## src/rtl/ws_block_writer.sv

```systemverilog
// ws_block_writer
//   Streams one 8x8 pixel block from a DPRAM half into the frame buffer in
//   SRAM. Each DPRAM word holds two signed 16-bit pixels; each is clipped to
//   0..255 and the pair is written as one 16-bit SRAM word. The block's
//   position (column CB, row RB, plane Y/U/V) advances after every block so
//   that consecutive starts tile the whole frame in raster order per plane.
//
// Ports
//   CLOCK_50_I, Resetn     clock, asynchronous active-low reset
//   WS_start, WS_bank      start one block; bank selects the DPRAM half
//   WS_frame_restart       zero the block position (only acted on in IDLE)
//   WS_busy, WS_done       busy from accepted start through the done pulse
//   WS_frame_done          done pulse of the last block of the last plane
//   s_read_address/data    DPRAM read port (data one cycle after address)
//   s_write_enable         DPRAM write enable, never used (tied 0)
//   SRAM_address/write_data/we_n  registered SRAM write port
module ws_block_writer #(
  parameter int IMG_WIDTH   = 320,
  parameter int IMG_HEIGHT  = 240,
  parameter int CHROMA_HDIV = 2,
  parameter int CHROMA_VDIV = 1,
  parameter int NUM_PLANES  = 3,
  parameter int Y_BASE      = 0,
  parameter int U_BASE      = 38400,
  parameter int V_BASE      = 57600
) (
  input  logic        CLOCK_50_I,
  input  logic        Resetn,
  input  logic        WS_start,
  input  logic        WS_bank,
  input  logic        WS_frame_restart,
  output logic        WS_busy,
  output logic        WS_done,
  output logic        WS_frame_done,
  output logic [6:0]  s_read_address,
  input  logic [31:0] s_read_data,
  output logic        s_write_enable,
  output logic [17:0] SRAM_address,
  output logic [15:0] SRAM_write_data,
  output logic        SRAM_we_n
);

  // Blocks per row/column for each plane, and SRAM words per image row.
  localparam int Y_BW  = IMG_WIDTH / 8;
  localparam int Y_BH  = IMG_HEIGHT / 8;
  localparam int C_BW  = IMG_WIDTH / CHROMA_HDIV / 8;
  localparam int C_BH  = IMG_HEIGHT / CHROMA_VDIV / 8;
  localparam int Y_WPR = IMG_WIDTH / 2;
  localparam int C_WPR = IMG_WIDTH / (2 * CHROMA_HDIV);

  typedef enum logic [1:0] {S_IDLE, S_FETCH, S_WRITE, S_DONE} state_t;

  state_t      state, state_nxt;
  logic [4:0]  word_cnt;
  logic        bank_q;
  logic [6:0]  rd_addr_q;
  logic [9:0]  cb, rb;
  logic [1:0]  plane;

  logic [9:0]  cb_max, rb_max;
  logic        cb_last, rb_last, plane_last;
  logic [4:0]  nxt_word;
  logic [17:0] row, col, base, y_off, c_off, addr_calc;

  function automatic logic [7:0] clip8(input logic [15:0] v);
    if (v[15])            return 8'h00;
    else if (v[14:8] != 0) return 8'hFF;
    else                  return v[7:0];
  endfunction

  // ---------------- FSM ----------------
  always_ff @(posedge CLOCK_50_I or negedge Resetn)
    if (!Resetn) state <= S_IDLE;
    else         state <= state_nxt;

  always_comb begin
    state_nxt = state;
    case (state)
      S_IDLE:  if (WS_start) state_nxt = S_FETCH;
      S_FETCH: state_nxt = S_WRITE;
      S_WRITE: if (word_cnt == 5'd31) state_nxt = S_DONE;
      S_DONE:  state_nxt = S_IDLE;
      default: state_nxt = S_IDLE;
    endcase
  end

  // ---------------- position / address ----------------
  always_comb begin
    cb_max     = (plane == 2'd0) ? 10'(Y_BW - 1) : 10'(C_BW - 1);
    rb_max     = (plane == 2'd0) ? 10'(Y_BH - 1) : 10'(C_BH - 1);
    cb_last    = (cb == cb_max);
    rb_last    = (rb == rb_max);
    plane_last = (plane == 2'(NUM_PLANES - 1));

    // The read address is registered, so during WRITE cycle k the bus shows
    // word k+1 and the word loaded now is k+2; after word 31 it parks at 0.
    if (word_cnt == 5'd31)      nxt_word = 5'd0;
    else if (word_cnt == 5'd30) nxt_word = 5'd31;
    else                        nxt_word = word_cnt + 5'd2;

    row   = 18'({rb, 3'b000}) + 18'(word_cnt[4:2]);
    col   = 18'({cb, 2'b00}) + 18'(word_cnt[1:0]);
    y_off = 18'(row * 18'(Y_WPR));
    c_off = 18'(row * 18'(C_WPR));
    case (plane)
      2'd0:    base = 18'(Y_BASE);
      2'd1:    base = 18'(U_BASE);
      default: base = 18'(V_BASE);
    endcase
    addr_calc = base + ((plane == 2'd0) ? y_off : c_off) + col;
  end

  // ---------------- datapath ----------------
  always_ff @(posedge CLOCK_50_I or negedge Resetn) begin
    if (!Resetn) begin
      word_cnt        <= '0;
      bank_q          <= 1'b0;
      rd_addr_q       <= '0;
      cb              <= '0;
      rb              <= '0;
      plane           <= '0;
      SRAM_we_n       <= 1'b1;
      SRAM_address    <= '0;
      SRAM_write_data <= '0;
    end else begin
      case (state)
        S_IDLE: begin
          // Restart is applied before a coincident start is latched, so that
          // block lands at Y,0,0.
          if (WS_frame_restart) begin
            cb    <= '0;
            rb    <= '0;
            plane <= '0;
          end
          if (WS_start) begin
            bank_q    <= WS_bank;
            rd_addr_q <= {WS_bank, 1'b0, 5'd0};
            word_cnt  <= '0;
          end
        end
        S_FETCH: rd_addr_q <= {bank_q, 1'b0, 5'd1};
        S_WRITE: begin
          SRAM_address    <= addr_calc;
          SRAM_write_data <= {clip8(s_read_data[31:16]), clip8(s_read_data[15:0])};
          SRAM_we_n       <= 1'b0;
          word_cnt        <= word_cnt + 5'd1;
          rd_addr_q       <= {bank_q, 1'b0, nxt_word};
        end
        S_DONE: begin
          SRAM_we_n <= 1'b1;
          if (cb_last) begin
            cb <= '0;
            if (rb_last) begin
              rb    <= '0;
              plane <= plane_last ? 2'd0 : plane + 2'd1;
            end else begin
              rb <= rb + 10'd1;
            end
          end else begin
            cb <= cb + 10'd1;
          end
        end
        default: ;
      endcase
    end
  end

  assign WS_busy        = (state != S_IDLE);
  assign WS_done        = (state == S_DONE);
  assign WS_frame_done  = (state == S_DONE) && cb_last && rb_last && plane_last;
  assign s_read_address = rd_addr_q;
  assign s_write_enable = 1'b0;

endmodule

```

## config.mk

```make
export PLATFORM = sky130hd
export DESIGN_NAME = ws_block_writer
export DESIGN_NICKNAME = d
export VERILOG_FILES = /design/src/rtl/ws_block_writer.sv
export SDC_FILE = /design/constraint.sdc
export NUM_CORES = 1
export LEC_CHECK = 0
export ABC_AREA = 1
export CORE_MARGIN = 4
export CORE_UTILIZATION = 51
export DETAILED_ROUTE_END_ITERATION = 10
export PLACE_DENSITY = 0.77
export SYNTH_ARGS = -nofsm -noshare
export SYNTH_HDL_FRONTEND = slang
export SYNTH_SLANG_ARGS = --single-unit
export TNS_END_PERCENT = 10
```

## constraint.sdc

```tcl
create_clock -name CLOCK_50_I -period 4.1 [get_ports CLOCK_50_I]
set_input_delay 0.41 -clock CLOCK_50_I [delete_from_list [all_inputs] [get_ports CLOCK_50_I]]
set_output_delay 0.41 -clock CLOCK_50_I [all_outputs]
set_load 0.01 [all_outputs]
```

=== After elaboration in Yosys (flattened, before gate mapping) ===
Cells that the tools add are included.

* Bits in registers: 72
* Latch bits: 0
* Memory bits (writable): 0
* ROM bits: 0
* Input port bits: 37
* Logic and storage cells: 82
* Memories kept: 0

* Add/subtract/negate cells: 9
* $mul: 2
* Div/mod/pow operators: 0
* Magnitude comparators: 0
* Eq/ne operators: 14
* Shift operators: 0
* Muxes and demuxes: 28
* Bitwise operators: 0
* Reduce and logical (&&, ||, !) cells: 19

{| class="wikitable"
|+ Operators by type and width
! operator !! count
|-
| $mux W10 || 4
|-
| $pmux W10 S2 || 2
|-
| $mux W8 || 4
|-
| $pmux W16 S2 || 1
|-
| $pmux W7 S3 || 1
|-
| $add A10 B1 Y10 const B || 2
|-
| $add A18 B13 Y18 || 1
|-
| $add A18 B18 Y18 || 1
|-
| $mux W18 || 1
|-
| $mux W5 || 3
|-
| $add A13 B3 Y14 || 1
|-
| $mul A14 B3 Y13 const B || 1
|-
| $mul A14 B3 Y14 const B || 1
|-
| $reduce_bool A7 Y1 || 2
|-
| $add A12 B2 Y13 || 1
|-
| $mux W2 || 6
|-
| $eq A10 B5 Y1 const B || 1
|-
| $eq A10 B6 Y1 || 1
|-
| $eq A5 B5 Y1 const B || 2
|-
| $pmux W5 S2 || 1
|-
| $reduce_and A2 Y1 || 5
|-
| $pmux W2 S4 || 1
|-
| $reduce_bool A2 Y1 || 4
|-
| $mux W7 || 1
|-
| 15 further kinds || 24
|}

=== Longest topological paths before layout ===
Gate-level depths: netlist of the first run.

* Depth after elaboration: 6
* Mapped depth: 22
* Mapped depth without buffers: 22

=== Worst setup path before layout of the first run ===
No wires, ideal clock.

* Path type: reg-to-reg
* Start: reg rb[0]
* End: reg SRAM_address[17]
* Setup time: 0.118 ns
* Arrival: 3.195 ns
* Required time: 3.982 ns
* Setup slack: 0.787 ns
* Cell stages (with the launch flop): 17
* Path buffers: 0
* Clock period less this slack: 3.313 ns
* Path through: dfrtp_1 -> ha_1 -> ha_1 -> inv_1 -> fa_1 -> xor2_1 -> o21ai_0 -> fa_1 -> ha_1 -> a21oi_1 -> o21a_1 -> nand2_1 -> nand2_1 -> nand2_1 -> nand3b_1 -> nand3_1 -> nand2_1

* Word-level cells in the longest chain between the ends: 5

{| class="wikitable"
|+ Ends and longest elaborated chain
! element !! line !! source
|-
| from (decl) || 57 || <nowiki>logic [9:0] cb, rb;</nowiki>
|-
| from (signal assigned) || 157 || <nowiki>rb <= rb + 10'd1;</nowiki>
|-
| $add A13 B3 Y14 * || 101 || <nowiki>row = 18'({rb, 3'b000}) + 18'(word_cnt[4:2]);</nowiki>
|-
| $mul A14 B3 Y14 or $mul A14 B3 Y13 (tied branches) || 104, 103 ||
|-
| $mux W18 * || 110 || <nowiki>addr_calc = base + ((plane == 2'd0) ? y_off : c_off) + col;</nowiki>
|-
| $add A18 B18 Y18 * || 110 ||
|-
| $add A18 B13 Y18 * || 110 ||
|-
| to (signal assigned) || 143 || <nowiki>SRAM_address <= addr_calc;</nowiki>
|-
| to (decl) || 38 || <nowiki>output logic [17:0] SRAM_address,</nowiki>
|}

Every way passes the cells marked *; elsewhere a longest branch is shown, timed or not.
A chain may end at the register's enable or synchronous reset.

=== Final worst setup path of the first run ===
Same ends and word-level chain as after synthesis.

==> impl_metrics.env, run 1 <==
export IMPL_status="completed"
export IMPL_vias_per_cell=5.33
export IMPL_async_flop_share_pct=100
export IMPL_tightestPinTransition_ns=1.08
export IMPL_clock_sinks=71
export IMPL_die_w_um=107
export IMPL_most_common_layout_cells="nand2_1 (156), clkdlybuf4s50_1 (79), dfrtp_1 (70)"
export IMPL_hold_viol=0
export IMPL_endpoint="SRAM_address[17]$_DFFE_PN0P_"
export IMPL_cap_viol_max_count=0
export IMPL_vias=4521
export IMPL_antenna_found_initial=0
export IMPL_nets=810
export IMPL_cts_htree_levels=3
export IMPL_reg2reg_depth=16
export IMPL_place_congestion=0.921
export IMPL_path_class="reg -> reg"
export IMPL_fin_area_mm2=0.00608
export IMPL_cts_setup_buffers=0
export IMPL_ys_types=48
export IMPL_crit_start="rb[0]$_DFFE_PN0P_"
export IMPL_cp_max_fo=7
export IMPL_timing_rr_end="SRAM_address[17]$_DFFE_PN0P_"
export IMPL_tritoncts="done"
export IMPL_syn_cell_area_mm2=0.00500
export IMPL_synthTopCellsByArea="dfrtp_1 (35%), ha_1 (13%), nand2_1 (12%)"
export IMPL_final_layout_size_suffix_gt1_share_pct=7.64
export IMPL_overflow=0
export IMPL_max_freq_mhz=269
export IMPL_hp_class="in -> async"
export IMPL_cts_hold_buf=0
export IMPL_cp_data_arrival_time_ns=3.96
export IMPL_seq_area_frac_synth_pct=35.6
export IMPL_port_buffers=80
export IMPL_synth_seq_cells=71
export IMPL_hpwl_mm=9.03
export IMPL_clockBufferDepth=2
export IMPL_yosysTopAreaCellShare_pct=35.1
export IMPL_clock_skew_final_ns=0.0176
export IMPL_grt_first_pass_wirelength_mm=20.1
export IMPL_setup_violations_final=0
export IMPL_rows=35
export IMPL_tns_ns=0
export IMPL_fin_crit_ns=3.71
export IMPL_slew_headroom_pct=27.8
export IMPL_crit_required_ns=4.34
export IMPL_grt_max_degree=49
export IMPL_ir_drop_mv=0.495
export IMPL_drc_errors=0
export IMPL_mostFrequentLayoutCell="nand2_1"
export IMPL_place_area_mm2=0.00588
export IMPL_route_antenna_remaining_nets=0
export IMPL_cp_end_kind="flip-flop"
export IMPL_final_core_util_pct=64.9
export IMPL_clkLatencyLatePin_ns=0.34
export IMPL_antenna_cells=0
export IMPL_syn_inst=638
export IMPL_p_leak_nw=2.93
export IMPL_core_mm2=0.00937
export IMPL_rsz0062_at_grt="false"
export IMPL_pin_count=83
export IMPL_clkTransAtPathRegs_ns=0.08
export IMPL_ctsResizeCount=0
export IMPL_crit_path_start_kind="flip-flop"
export IMPL_synth_edf_count=0
export IMPL_yosysWarnings=0
export IMPL_areaGrowthSynthToFinish_pct=21.6
export IMPL_wl_per_cell_um=13.8
export IMPL_grt_pass1_vias=4503
export IMPL_period_share_pct=90.6
export IMPL_cts_buffers=9
export IMPL_rrSetupSlack_ns=0.39
export IMPL_maxSlewViolCount=0
export IMPL_root_buffer="clkbuf_8"
export IMPL_drt_wl_total_mm=11.7
export IMPL_initialDrtViolationCount=262
export IMPL_power_density_mw_per_mm2=603
export IMPL_die_y_um=107
export IMPL_synth_area_per_cell_um2=7.83
export IMPL_synth_flop_cell="dfrtp_1"
export IMPL_firstDrtPassIters=5
export IMPL_reg2reg_from="rb[0]$_DFFE_PN0P_"
export IMPL_initial_core_util_pct=53.3
export IMPL_synth_top_area_cell="dfrtp_1"
export IMPL_die_area_mm2=0.0114
export IMPL_grt_use_total_pct=21.2
## kinds of logic after synthesis
family / Yosys count / share of synthesized area (%)
muxes: 1 / 0.225
DFF: 71 / 35.6
other: 1 / 0.0750
AOI/OAI and AO/OA: 109 / 12.3
buffers and inverters: 86 / 7.19
and+or+nand+nor: 292 / 25.8
xor gates and xnor gates: 20 / 3.51
adders and majority gates: 58 / 15.3
## sequential cells by signal, summed over array words and instances (netlist names)
register,flops
bank_q,1
rb,10
SRAM_address,18
state,2
s_read_address,6
SRAM_write_data,16
cb,10
plane,2
word_cnt,5
SRAM_we_n,1
## per-layer routing
layer  routed length [µm]  vias up  global-route usage [%]
li1                     -     2265                       -
met1                 5100     2117                    27.1
met4                  193        0                    6.12
met3                  574       17                    4.33
met2                 5870      122                    36.4
met5                    0        -                       0
## how the worst min path moves through the flow
stage                                     start                            end  slack, ns  cells after the start
after floorplan                          Resetn    SRAM_address[0]$_DFFE_PN0P_       0.11                      0
after global placement    SRAM_we_n$_DFFE_PN1P_          SRAM_we_n$_DFFE_PN1P_       0.45                      2
after detailed placement  SRAM_we_n$_DFFE_PN1P_          SRAM_we_n$_DFFE_PN1P_       0.46                      2
after CTS                                Resetn  s_read_address[1]$_DFFE_PN0P_       0.28                      1
after global routing                     Resetn  s_read_address[2]$_DFFE_PN0P_       0.33                      1
final                                    Resetn  s_read_address[2]$_DFFE_PN0P_       0.26                      1
## through the flow
step / setup WS, ns / total power, mW / instances / hold slack, ns
2_1_floorplan: 0.787 / 2.40 / 639 / 0.114
3_3_place_gp: 0.561 / 3.06 / 833 / 0.455
5_1_grt: 0.203 / 3.99 / 849 / 0.331
3_5_place_dp: 0.454 / 3.11 / 833 / 0.461
6_report: 0.385 / 3.67 / 849 / 0.263
4_1_cts: 0.452 / 3.70 / 849 / 0.283
## final cells by class
class	instances	area (µm²)
multi-input combinational	482	2860
fill	806	3290
tap	129	161
clock inverter	6	68.8
sequential	71	1780
clock buffer	10	128
timing repair buffer	83	818
inverter	68	260
## critical path, stage by stage (launching register included)
cell and delay (ns):
dfrtp_1 0.47, ha_1 0.33, ha_1 0.20, inv_1 0.09, fa_1 0.43, xor2_1 0.19
o21ai_0 0.20, fa_1 0.46, ha_1 0.38, a21oi_1 0.20, o21a_1 0.13, nand2_1 0.10
nand2_1 0.09, nand2_1 0.07, nand3b_1 0.16, nand3_1 0.07, nand2_1 0.05
## synth_stat cells, types with 7 or more instances
cell / instances
xor2_1: 13
dfrtp_1: 70
o21ai_1: 11
nand4_1: 11
a21oi_1: 32
nor2_1: 57
o21ai_0: 46
nand2_1: 156
ha_1: 53
nand3_1: 30
clkbuf_1: 9
nor3_1: 13
xnor2_1: 7
inv_2: 7
inv_1: 59
## power breakdown
group          internal (mW)  switching [mW]  total, mW
combinational          0.823            1.16       1.98
sequential             0.940           0.183       1.12
clock                  0.285           0.280      0.565
Note: power is estimated with default switching activity, not from simulation.
==> run 2, diff against run 1 <==
Settings changed: REMOVE_ABC_BUFFERS set to 1.
==> run 2 against run 1 <==
Via count rose by 1.1%. Highest routed layer unchanged. Maximum frequency down 0.26%. Largest power group unchanged. Worst setup slack worse by 0.0098 ns.
==> impl_metrics.env, run 2 (synthesis results as in run 1) <==
export IMPL_antenna_found_initial=0
export IMPL_ctsResizeCount=0
export IMPL_hp_class="in -> async"
export IMPL_p_switching_mw=1.62
export IMPL_period_share_pct=90.8
export IMPL_initialDrtViolationCount=244
export IMPL_ir_drop_mv=0.437
export IMPL_grt_pass1_vias=4575
export IMPL_p_int_mw=1.99
export IMPL_cts_htree_levels=3
export IMPL_p_sw_share_pct=44.8
export IMPL_place_congestion=0.889
export IMPL_largest_reg_flops=18
export IMPL_status="completed"
export IMPL_initial_core_util_pct=53.3
export IMPL_clkTransAtPathRegs_ns=0.09
export IMPL_antenna_cells=0
export IMPL_rows=35
export IMPL_grt_max_degree=72
export IMPL_nFillCells=823
export IMPL_clock_sinks=71
export IMPL_slew_headroom_pct=39.5
export IMPL_vias_per_cell=5.38
export IMPL_final_layout_size_suffix_gt1_share_pct=7.91
export IMPL_overflow=0
export IMPL_tightestPinTransition_ns=0.907
export IMPL_cts_buffers=9
export IMPL_tritoncts="done"
export IMPL_power_frac_seq_pct=31.0
export IMPL_areaGrowthSynthToFinish_pct=21.3
export IMPL_max_freq_mhz=268
export IMPL_core_mm2=0.00937
export IMPL_crit_start="rb[0]$_DFFE_PN0P_"
export IMPL_fin_area_mm2=0.00606
export IMPL_cap_viol_max_count=0
export IMPL_die_w_um=107
export IMPL_root_buffer="clkbuf_8"
export IMPL_die_area_mm2=0.0114
export IMPL_hpwl_mm=9.02
export IMPL_clkLatencyLatePin_ns=0.35
export IMPL_cp_end_kind="flip-flop"
export IMPL_drc_errors=0
export IMPL_firstDrtPassIters=5
export IMPL_p_leak_nw=2.92
export IMPL_holdWs_ns=0.180
export IMPL_route_antenna_remaining_nets=0
export IMPL_most_common_layout_cells="nand2_1 (156), clkdlybuf4s50_1 (79), dfrtp_1 (70)"
export IMPL_place_area_mm2=0.00589
export IMPL_drt_wl_total_mm=11.6
export IMPL_port_buffers=80
export IMPL_clockBufferDepth=2
export IMPL_crit_path_start_kind="flip-flop"
export IMPL_clock_skew_final_ns=0.0148
export IMPL_setup_violations_final=0
export IMPL_cts_setup_buffers=0
export IMPL_regMostFlops="SRAM_address"
export IMPL_nets=811
export IMPL_reg2reg_from="rb[0]$_DFFE_PN0P_"
export IMPL_cp_data_arrival_time_ns=3.97
export IMPL_wl_per_cell_um=13.7
export IMPL_vias=4569
export IMPL_reg_top3="SRAM_address x18, SRAM_write_data x16"
export IMPL_clkPwrFrac_pct=14.1
export IMPL_grt_first_pass_wirelength_mm=20.3
export IMPL_fin_crit_ns=3.72
export IMPL_power_density_mw_per_mm2=595
export IMPL_rsz0062_at_grt="false"
export IMPL_hold_viol=0
export IMPL_die_y_um=107
export IMPL_grt_use_total_pct=21.5
export IMPL_tns_ns=0
export IMPL_mostFrequentLayoutCell="nand2_1"
export IMPL_cts_hold_buf=0
export IMPL_maxSlewViolCount=0
export IMPL_crit_required_ns=4.35
export IMPL_path_class="reg -> reg"
export IMPL_cp_max_fo=7
export IMPL_comb_power_share_pct=54.9
export IMPL_pin_count=83
## run 2: cell types whose count changed in the layout (fill, tap and decap cells not counted), sizes merged
cell and change:
clkinvlp +1, buf +1, clkinv +1, clkbuf -1, bufinv -1
## run 2: power by group through the flow
stage / logic [mW] / registers [mW] / clock network (mW)
finish: 1.98 / 1.12 / 0.508
global route: 2.25 / 1.15 / 0.548
CTS: 2.00 / 1.12 / 0.518
detailed placement: 1.99 / 1.12 / 0
global placement: 1.94 / 1.11 / 0
floorplan: 1.16 / 1.17 / 0
## run 2: final timing paths
| check | end | slack (ns) | cells past startpoint |
|---|---|---|---|
| setup / recovery | SRAM_address[17]$_DFFE_PN0P_ | 0.38 | 18 |
| hold / removal | rb[7]$_DFFE_PN0P_ | 0.18 | 1 |
| setup reg to reg | SRAM_address[17]$_DFFE_PN0P_ | 0.38 | 18 |
| hold reg to reg | SRAM_we_n$_DFFE_PN1P_ | 0.47 | 2 |
| max in group asynchronous | SRAM_address[16]$_DFFE_PN0P_ | 3.33 | 1 |
| min in group CLOCK_50_I | SRAM_we_n$_DFFE_PN1P_ | 0.47 | 2 |
## run 2: critical path, cell delays in order, from the launching register on
cell and delay [ns]:
dfrtp_1 0.47, ha_1 0.33, ha_1 0.35, nand2_1 0.09, nand2_1 0.07, o21bai_1 0.19
xor2_1 0.24, nand2_1 0.11, o21ai_0 0.12, fa_1 0.46, ha_1 0.38, a21oi_1 0.17
o21a_1 0.13, nand2_1 0.10, nand2_1 0.08, nand2_1 0.07, nand3b_1 0.16, nand3_1 0.07
nand2_1 0.05
## run 2: metal layers
layer  part of all wire [%]  vias to the layer above  GRT usage, %
met2                     47                      145          36.9
met4                    1.6                        0          5.75
met3                    6.7                       19          5.84
met1                     44                     2145          26.7
li1                       -                     2260             -
met5                      0                        -             0
## run 2: area by class of cell
class	instances	area [µm²]	share of cell area, %
Inverter	68	260	4.29
Multi-Input combinational cell	482	2860	47.2
Sequential cell	71	1780	29.3
Timing Repair Buffer	84	828	13.7
Tap cell	129	161	2.66
Clock inverter	7	47.5	0.784
Clock buffer	9	124	2.04
## run 2: metrics by stage
| stage | total power, mW | setup slack, ns | std cells | util [%] |
|---|---|---|---|---|
| 5_1_grt | 3.96 | 0.0644 | 850 | 64.7 |
| 4_1_cts | 3.64 | 0.376 | 850 | 64.7 |
| 2_1_floorplan | 2.33 | 0.783 | 621 | - |
| 3_3_place_gp | 3.06 | 0.592 | 834 | 62.9 |
| 3_5_place_dp | 3.12 | 0.404 | 834 | 62.9 |
| 6_report | 3.61 | 0.375 | 850 | 64.7 |
